[config.mk]
export PLATFORM = sky130hd
export DESIGN_NAME = fetch_pc_ctrl
export DESIGN_NICKNAME = d
export VERILOG_FILES = /design/src/rtl/fetch_pc_ctrl.sv
export SDC_FILE = /design/constraint.sdc
export NUM_CORES = 1
export LEC_CHECK = 0
export CAP_MARGIN = 20
export CORE_UTILIZATION = 52
export DETAILED_ROUTE_END_ITERATION = 12
export PLACE_DENSITY = 0.94
export SYNTH_ARGS = -nofsm -noshare
export SYNTH_HDL_FRONTEND = slang
export SYNTH_SLANG_ARGS = --single-unit
[constraint.sdc]
create_clock -name clk -period 12.4 [get_ports clk]
set_input_delay 3.72 -clock clk [delete_from_list [all_inputs] [get_ports clk]]
set_output_delay 3.72 -clock clk [all_outputs]
set_load 0.01 [all_outputs]
[src/rtl/fetch_pc_ctrl.sv]
// ---------------------------------------------------------------------------
// fetch_pc_ctrl
//   Fetch-stage sequencer for the P6 pipeline. It owns the program counter and
//   the F/D handoff register, and it issues instruction-memory requests. The
//   memory may take several cycles to grant a request. Hazard-unit stalls are
//   absorbed without losing a granted instruction. MIPS delay-slot semantics
//   are kept: the word fetched after a branch is always delivered.
//
//   Optional feature macro: FETCH_ADEL_CHECK_EN
//     When defined, fetch addresses that are misaligned or outside
//     [PC_LO, PC_HI] are not sent to memory. Instead a zero instruction is
//     delivered with exc_adel_D=1. When the macro is undefined, exc_adel_D is
//     constant 0.
//
// Ports
//   clk           in   clock, rising edge
//   reset         in   asynchronous active-high reset
//   stall         in   hazard-unit freeze of F and D
//   redir_valid   in   D-stage branch taken / jal / jr this cycle
//   redir_target  in   redirect destination
//   imem_req      out  fetch request
//   imem_addr     out  fetch address (always pc_F)
//   imem_gnt      in   request accepted; imem_rdata valid in the same cycle
//   imem_rdata    in   instruction word
//   pc_F          out  current PC
//   instr_D       out  F/D instruction
//   pc_D          out  F/D PC
//   pc8_D         out  pc_D + 8 (link address)
//   valid_D       out  F/D holds a real instruction
//   exc_adel_D    out  fetch address error
// ---------------------------------------------------------------------------
module fetch_pc_ctrl #(
  parameter logic [31:0] RESET_PC = 32'h0000_3000,
  parameter logic [31:0] PC_LO    = 32'h0000_3000,
  parameter logic [31:0] PC_HI    = 32'h0000_6FFC
) (
  input  logic        clk,
  input  logic        reset,
  input  logic        stall,
  input  logic        redir_valid,
  input  logic [31:0] redir_target,
  output logic        imem_req,
  output logic [31:0] imem_addr,
  input  logic        imem_gnt,
  input  logic [31:0] imem_rdata,
  output logic [31:0] pc_F,
  output logic [31:0] instr_D,
  output logic [31:0] pc_D,
  output logic [31:0] pc8_D,
  output logic        valid_D,
  output logic        exc_adel_D
);

  typedef enum logic {
    ST_FETCH = 1'b0,
    ST_HOLD  = 1'b1
  } state_t;

  state_t      r_state, w_state_next;
  logic [31:0] r_pc, w_pc_next;
  logic        r_pend, w_pend_next;
  logic [31:0] r_pend_tgt, w_pend_tgt_next;
  logic [31:0] r_ibuf, w_ibuf_next;
  logic        r_ibuf_exc, w_ibuf_exc_next;
  logic [31:0] r_instr_d, w_instr_d_next;
  logic [31:0] r_pc_d, w_pc_d_next;
  logic        r_valid_d, w_valid_d_next;
  logic        r_exc_d, w_exc_d_next;

  logic        w_live_redir;
  logic        w_bad_pc;
  logic        w_gnt;
  logic [31:0] w_fetch_word;
  logic        w_advance;
  logic [31:0] w_seq_target;

  // A redirect seen while stalled comes from an unresolved branch, so it is
  // ignored.
  assign w_live_redir = redir_valid & ~stall;

`ifdef FETCH_ADEL_CHECK_EN
  assign w_bad_pc = (r_pc[1:0] != 2'b00) || (r_pc < PC_LO) || (r_pc > PC_HI);
`else
  assign w_bad_pc = 1'b0;
`endif

  // A bad PC never reaches memory. It is completed at once as an internal
  // grant that carries a zero instruction word.
  assign w_gnt        = imem_gnt | w_bad_pc;
  assign w_fetch_word = w_bad_pc ? 32'h0 : imem_rdata;

  // Priority for the next PC: live redirect, then buffered redirect, then
  // the sequential address.
  assign w_seq_target = w_live_redir ? redir_target :
                        r_pend       ? r_pend_tgt   :
                                       r_pc + 32'd4;

  always_comb begin
    w_state_next    = r_state;
    w_pc_next       = r_pc;
    w_pend_next     = r_pend;
    w_pend_tgt_next = r_pend_tgt;
    w_ibuf_next     = r_ibuf;
    w_ibuf_exc_next = r_ibuf_exc;
    w_instr_d_next  = r_instr_d;
    w_pc_d_next     = r_pc_d;
    w_valid_d_next  = r_valid_d;
    w_exc_d_next    = r_exc_d;
    w_advance       = 1'b0;
    imem_req        = 1'b0;

    case (r_state)
      ST_FETCH: begin
        imem_req = ~w_bad_pc;
        if (w_gnt && !stall) begin
          w_instr_d_next = w_fetch_word;
          w_pc_d_next    = r_pc;
          w_valid_d_next = 1'b1;
          w_exc_d_next   = w_bad_pc;
          w_advance      = 1'b1;
        end else if (w_gnt && stall) begin
          // The word is granted but D is frozen. Park the word so that it
          // is delivered exactly once when the stall releases.
          w_ibuf_next     = w_fetch_word;
          w_ibuf_exc_next = w_bad_pc;
          w_state_next    = ST_HOLD;
        end else if (!stall) begin
          // Waiting on memory: pass a bubble to D and keep pc_D unchanged.
          w_instr_d_next = 32'h0;
          w_valid_d_next = 1'b0;
          w_exc_d_next   = 1'b0;
        end
      end
      ST_HOLD: begin
        if (!stall) begin
          w_instr_d_next = r_ibuf;
          w_pc_d_next    = r_pc;
          w_valid_d_next = 1'b1;
          w_exc_d_next   = r_ibuf_exc;
          w_advance      = 1'b1;
          w_state_next   = ST_FETCH;
        end
      end
      default: w_state_next = ST_FETCH;
    endcase

    if (w_advance) begin
      // The instruction that just entered D is the delay slot of any
      // redirect consumed here.
      w_pc_next   = w_seq_target;
      w_pend_next = 1'b0;
    end else if (w_live_redir) begin
      w_pend_next     = 1'b1;
      w_pend_tgt_next = redir_target;
    end
  end

  always_ff @(posedge clk or posedge reset) begin
    if (reset) begin
      r_state    <= ST_FETCH;
      r_pc       <= RESET_PC;
      r_pend     <= 1'b0;
      r_pend_tgt <= 32'h0;
      r_ibuf     <= 32'h0;
      r_ibuf_exc <= 1'b0;
      r_instr_d  <= 32'h0;
      r_pc_d     <= 32'h0;
      r_valid_d  <= 1'b0;
      r_exc_d    <= 1'b0;
    end else begin
      r_state    <= w_state_next;
      r_pc       <= w_pc_next;
      r_pend     <= w_pend_next;
      r_pend_tgt <= w_pend_tgt_next;
      r_ibuf     <= w_ibuf_next;
      r_ibuf_exc <= w_ibuf_exc_next;
      r_instr_d  <= w_instr_d_next;
      r_pc_d     <= w_pc_d_next;
      r_valid_d  <= w_valid_d_next;
      r_exc_d    <= w_exc_d_next;
    end
  end

  assign imem_addr  = r_pc;
  assign pc_F       = r_pc;
  assign instr_D    = r_instr_d;
  assign pc_D       = r_pc_d;
  assign pc8_D      = r_pc_d + 32'd8;
  assign valid_D    = r_valid_d;
`ifdef FETCH_ADEL_CHECK_EN
  assign exc_adel_D = r_exc_d;
`else
  assign exc_adel_D = 1'b0;
`endif

endmodule

Yosys cells after proc, flatten, opt, wreduce, memory -nomap -nowiden
Index checks and enable logic that the tools add are counted.
{ "word_totals": {"reg_bits": 163, "inputBits": 69, "wordCells": 52, "out_inout_bits": 163} }
{ "op_classes": {"bitwise_logic": 5, "muxes": 25, "eq_ne": 4, "add_sub_neg": 2, "n_reduce_logical": 8} }
{ "op_table": {"columns": ["op", "n"], "rows": [
  ["2-to-1 mux 32 bit", 8],
  ["one-hot mux 32 bit (2 select lines)", 2],
  ["adder 32 x 3 -> 32 bit, second input constant", 1],
  ["adder 32 x 4 -> 32 bit, second input constant", 1],
  ["2-to-1 mux 1 bit", 12],
  ["inequality test 3 bit, second input constant", 2],
  ["one-hot mux 1 bit (2 select lines)", 3],
  ["AND reduction 3 bit", 2],
  ["inequality test 2 bit, second input constant", 2],
  ["inverter 1 bit", 4],
  ["AND reduction 2 bit", 2],
  ["logical AND 1 bit", 2],
  ["nonzero test 2 bit", 1],
  ["bitwise AND 1 bit", 1],
  ["zero test 1 bit", 1]
]} }

Longest topological paths before layout
Gate-level depths: netlist of the first run.
{ "depth": {"word_depth": 6, "mapped_depth": 8, "depth_no_buf": 6} }

Least setup slack after synthesis of the first run
No wires, ideal clock.
{ "synth_path": {"path_kind": "register to output", "start": "register r_pc_d[4] (netlist: pc_D[4])", "end": "output port pc8_D[31]", "arrival_ps": 1871, "path_slack_ps": 6809, "stages_incl_launch_ff": 7, "t_required_ps": 8680, "path_cell_list": "dfrtp_1 ha_1 nand3_1 nor4_2 and4_1 nand4_1 xnor2_1"} }
{ "synth_between": {"elab_chain_len": 1} }
{ "synth_rtl": {"columns": ["item", "line", "source"], "rows": [
  ["start: declaration", "66", "logic [31:0] r_pc_d, w_pc_d_next;"],
  ["start signal: assignment", "178", "r_pc_d <= w_pc_d_next;"],
  ["adder 32 x 4 -> 32 bit", "188", "assign pc8_D = r_pc_d + 32'd8;"],
  ["end: declaration", "49", "output logic [31:0] pc8_D,"]
]} }
No other way between the ends.

Worst setup path after layout of the first run
Same ends and word-level chain as after synthesis.

==> impl_metrics.ini, run 1 <==
[clock_network]
cts.sinks = 163
post-cts-setup-buffers = 0
holdBufCountCts = 0
cts_made_buffers = 17
cts_tree = built
cts.reportedPaths.clkPinSlew_ns = 0.07
post_cts_resized = 0
h-tree-depth = 4
clk_latency_ns = 0.43
clockBufferDepth = 2
cts_root_buffer = clkbuf_16

[sta]
fin_crit_sh = 0.550
tightest_slew_ns = 1.06
drv_slew = 0
finalWorstSetupSlack_ns = 5.58
max_freq_mhz = 147
rsz0062_at_grt = false
relSlewSlack = 0.290
tns_ns = 0
finalClockSkew_ns = 0.00858
finalHoldViolCount = 0
period_minus_slack_ns = 6.82
finalSetupViolations = 0

[logic_synthesis]
synth-xor-area-share = 0.0356
synthAdderAreaFrac = 0.00299
syn_area_per_cell_um2 = 9.68
synth-warning-count = 0
seq_area_frac_synth = 0.488
ys_seq_elements = 163
yosysUniqueCellTypes = 66
synth_top_family_by_area = simple AND/OR/NAND/NOR gates
synth-async-reset-ratio = 1.00
synthSimpleGateAreaFrac = 0.186
syn-cell-area_mm2 = 0.00837
synth.mux.area_fraction = 0.0855
synth_compound_area_frac = 0.132
synth_fp_nets = 936
synth-edff-count = 0
syn_inst = 865
ys.flop_type = dfrtp_1

[worst_setup_path]
r2r_setup_slack_ns = 9.80
endpoint_kind = output port
crit_path_max_fanout = 5
crit_type = flop to output port
startpoint_type = flop
cp.required_ns = 8.68
cp.arrival_ns = 3.10

[placed_design]
post-place-ws_ns = 6.07
dp_hpwl_um = 14900
routabilityCongestion = 0.819
port-buffer-count = 230
post_dp_cell_area_mm2 = 0.0105

[die]
rows = 46
core_mm2 = 0.0158
die_area_mm2 = 0.0166
initial_utilization = 0.529
io_pins = 232
die_x_um = 129
die_h_um = 129

[pwr]
p_per_area_mw_per_mm2 = 170
vdd_drop_max_mv = 0.0887
leakage_nw = 4.64

[detailed_routing]
via_per_inst = 5.81
antenna_left = 0
remaining_drc_errors = 0
drt-total-wl_um = 22500
vias = 7341
first_iter_violations = 605
wire_per_inst_um = 17.8
dr.pass1.iters = 5

[cells_and_area]
postLayoutCoreUtil = 0.700
finalNetCount = 1103
area_delta_synth_final_pct = 32.4
finish.instance_area_mm2 = 0.0111
layout-drive-gt1-share = 0.122

[global_route]
overflow = 0
first_global_vias = 7215
grt_pass1_wl_um = 35800
grt_max_degree = 98
antenna_found_initial = 2
grt.total_usage = 0.279

[hold_path]
hp-class = flop to flop

[job]
maxCapViolCount = 0

[run_status]
status = completed
==> metal layers <==
layer,track usage,routed length [µm]
met2,0.481,11300
met5,0,0
met1,0.320,8570
met4,0.152,798
met3,0.0686,1830
==> cell families (layout without fill, tap and decap cells) <==
kind of cell	count (synthesis)	in the layout
DFF	163	163
muxes	64	64
and+or+nand+nor	314	314
AOI/OAI and AO/OA	182	182
other	1	3
adders and majority gates	2	2
buffers and inverters	105	285
xor gates and xnor gates	34	34
==> layout make-up <==
type                            instances  area [µm²]
Antenna cell                            2        5.00
Clock buffer                           19         443
Clock inverter                         13         126
Fill cell                            1131        4750
Inverter                               14        57.6
Multi-Input combinational cell        597        3730
Sequential cell                       163        4080
Tap cell                              216         270
Timing Repair Buffer                  239        2360
==> per-stage QoR <==
stage                     std cells  power [W]  hold WS [ns]
after floorplan                 865    0.00107         0.471
after global placement         1229    0.00135         0.460
after detailed placement       1229    0.00138         0.470
after CTS                      1261    0.00189         0.486
after global routing           1263    0.00198         0.499
final                          1263    0.00188         0.479
==> sequential cells by signal, indices dropped and copies added (netlist names) <==
register	cells
r_pend_tgt	32
r_pend	1
imem_addr	32
valid_D	1
pc_D	32
r_ibuf	32
r_state	1
instr_D	32
==> cell usage in the layout, fill, tap and decap left out, drive strengths merged, types with 3 or more instances in the layout <==
cell / instances
and3: 23
nand3: 30
inv: 17
o21ai: 69
dfrtp: 161
a221oi: 3
mux2i: 4
nand3b: 3
buf: 10
xnor2: 20
a21oi: 45
clkinvlp: 6
or4: 4
a211oi: 4
nor2b: 5
nor2: 37
nor3: 8
nand2: 169
nor4: 7
clkinv: 3
a22oi: 25
and4: 4
o41ai: 3
a311oi: 3
nand2b: 4
nand4: 13
o22ai: 5
clkbuf: 19
xor2: 14
mux2: 60
o211ai: 7
clkdlybuf4s50: 229
==> cells in the mapped netlist (4+ instances only) <==
library cell / count / area, µm²
a211oi_1: 4 / 30.0
a22oi_1: 25 / 188
nor3_1: 7 / 35.0
clkbuf_1: 34 / 128
nor2_1: 36 / 135
nand2_1: 169 / 634
nor2b_1: 5 / 31.3
o211ai_1: 7 / 52.6
inv_1: 13 / 48.8
nand2b_1: 4 / 25.0
buf_6: 4 / 45.0
and3_1: 21 / 131
buf_4: 39 / 293
dfrtp_1: 161 / 4030
o22ai_1: 5 / 31.3
a21oi_1: 45 / 225
mux2_2: 60 / 676
buf_1: 8 / 30.0
buf_2: 4 / 20.0
xnor2_1: 20 / 175
mux2i_1: 4 / 40.0
xor2_1: 14 / 123
nand4_1: 10 / 62.6
nand3_1: 30 / 150
o21ai_0: 68 / 340
==> worst max-delay path, cell delays in order (launching register included) <==
cell	delay, ns
dfrtp_1	0.42
ha_1	0.22
nand3_1	0.21
nor4_2	0.64
and4_1	0.36
nand4_1	0.13
xnor2_1	0.15
clkdlybuf4s50_1	0.55
==> worst paths after layout <==
path,start,end,depth (start not counted)
max reg2reg,imem_addr[2],imem_addr[28],6
min,instr_D[29],instr_D[29],2
min in group asynchronous,reset,pc_D[2],2
max in group asynchronous,reset,instr_D[0],3
max,pc_D[4],pc8_D[31],7
min reg2reg,instr_D[29],instr_D[29],2
==> report_power, final <==
group / switching, W / total [W] / internal (W)
clock network: 0.000224 / 0.000508 / 0.000284
registers: 0.000137 / 0.000781 / 0.000644
logic: 0.000257 / 0.000594 / 0.000337
Note: power is estimated with default switching activity, not from simulation.
==> run 2, diff against run 1 <==
CORE_UTILIZATION = 44   (was 52)
PLACE_DENSITY = 0.85   (was 0.94)
clock period = 5.97 ns   (was 12.4 ns; I/O delays follow)
==> impl_metrics.ini, run 2 (synthesis gave the netlist of run 1 again) <==
[global_route]
grt.total_usage = 0.232
grt_pass1_wl_um = 35900
overflow = 0
grt_max_degree = 93
first_global_vias = 6917
antenna_found_initial = 1

[clock_network]
holdBufCountCts = 0
cts_tree = built
clockBufferDepth = 2
cts.sinks = 163
post_cts_resized = 0
cts.reportedPaths.clkPinSlew_ns = 0.06
post-cts-setup-buffers = 0
h-tree-depth = 4
cts_made_buffers = 17
clk_latency_ns = 0.43
cts_root_buffer = clkbuf_16

[worst_setup_path]
startpoint_type = flop
crit_type = flop to output port
cp.arrival_ns = 3.04
crit_path_max_fanout = 5
cp.required_ns = 4.18
endpoint_kind = output port

[detailed_routing]
remaining_drc_errors = 0
drt-total-wl_um = 22200
antenna_left = 0
dr.pass1.iters = 7
wire_per_inst_um = 17.3
first_iter_violations = 705
vias = 7149
via_per_inst = 5.57

[cells_and_area]
finalNetCount = 1107
final_cells = 1284
layout-drive-gt1-share = 0.123
postLayoutCoreUtil = 0.599
fillers = 1561
area_delta_synth_final_pct = 33.9
final_common_cell = clkdlybuf4s50_1
multi_input_area_mm2 = 0.00373
layout_common_cells = clkdlybuf4s50_1, nand2_1, dfrtp_1, o21ai_0, mux2_2
seq_area_mm2 = 0.00408

[placed_design]
dp.cells = 1251
routabilityCongestion = 0.824
dp_hpwl_um = 15300
port-buffer-count = 230

[sta]
fin_crit_sh = 0.809
relSlewSlack = 0.418
period_minus_slack_ns = 4.83
tightest_slew_ns = 0.871
max_freq_mhz = 207
tns_ns = 0
drv_slew = 0
rsz0062_at_grt = false
hold-worst-slack_ns = 0.481
finalSetupViolations = 0
finalHoldViolCount = 0
finalClockSkew_ns = 0.00726

[job]
maxCapViolCount = 0

[pwr]
p_per_area_mw_per_mm2 = 359
power_w = 0.00402
vdd_drop_max_mv = 0.216
leakage_nw = 4.70

[die]
core_mm2 = 0.0187
die_x_um = 140
io_pins = 232
initial_utilization = 0.448
rows = 50
die_area_mm2 = 0.0196
die_h_um = 140

[hold_path]
hp-class = flop to flop

[run_status]
status = completed
-- run 2: layout make-up --
class,count,share of cell area
timing repair buffer,243,0.215
tap,234,0.0261
clock inverter,11,0.0155
clock buffer,21,0.0411
sequential,163,0.364
inverter,14,0.00502
multi-input combinational,597,0.333
antenna,1,0.000223
-- run 2: metrics by stage --
step	cell area (µm²)	setup WS [ns]
2_1_floorplan	8380	2.11
3_3_place_gp	10600	1.67
3_5_place_dp	10600	1.57
4_1_cts	11200	1.11
5_1_grt	11200	0.921
6_report	11200	1.14
-- run 2: critical path, cell delays in order (launching register included) --
cell             delay (ns)
dfrtp_1                0.41
ha_1                   0.21
nand3_1                0.20
nor4_2                 0.58
and4_1                 0.36
nand4_1                0.14
xnor2_1                0.16
clkdlybuf4s50_1        0.55
-- run 2: layer usage --
| metal | GRT usage | vias up | share of wire |
|---|---|---|---|
| met5 | 0 | - | 0 |
| met1 | 0.288 | 3449 | 0.40 |
| met4 | 0.0816 | 0 | 0.017 |
| li1 | - | 3337 | - |
| met3 | 0.0680 | 37 | 0.088 |
| met2 | 0.384 | 326 | 0.49 |
-- run 2: power by group --
part	internal [W]	leakage, nW	total [W]	switching (W)
clock network	0.000726	0.301	0.00118	0.000454
registers	0.00134	1.98	0.00162	0.000286
logic	0.000703	2.42	0.00122	0.000519
total	0.00277	4.70	0.00402	0.00126
-- run 2: path summary, 6_finish.rpt --
| kind | startpoint | end | slack, ns | cells past startpoint |
|---|---|---|---|---|
| max in group asynchronous | reset | imem_addr[12] | 3.14 | 3 |
| min | instr_D[3] | instr_D[3] | 0.48 | 2 |
| max reg2reg | imem_addr[2] | imem_addr[28] | 3.30 | 6 |
| min in group asynchronous | reset | instr_D[16] | 1.88 | 2 |
| min reg2reg | instr_D[3] | instr_D[3] | 0.48 | 2 |
| max | pc_D[4] | pc8_D[31] | 1.14 | 7 |
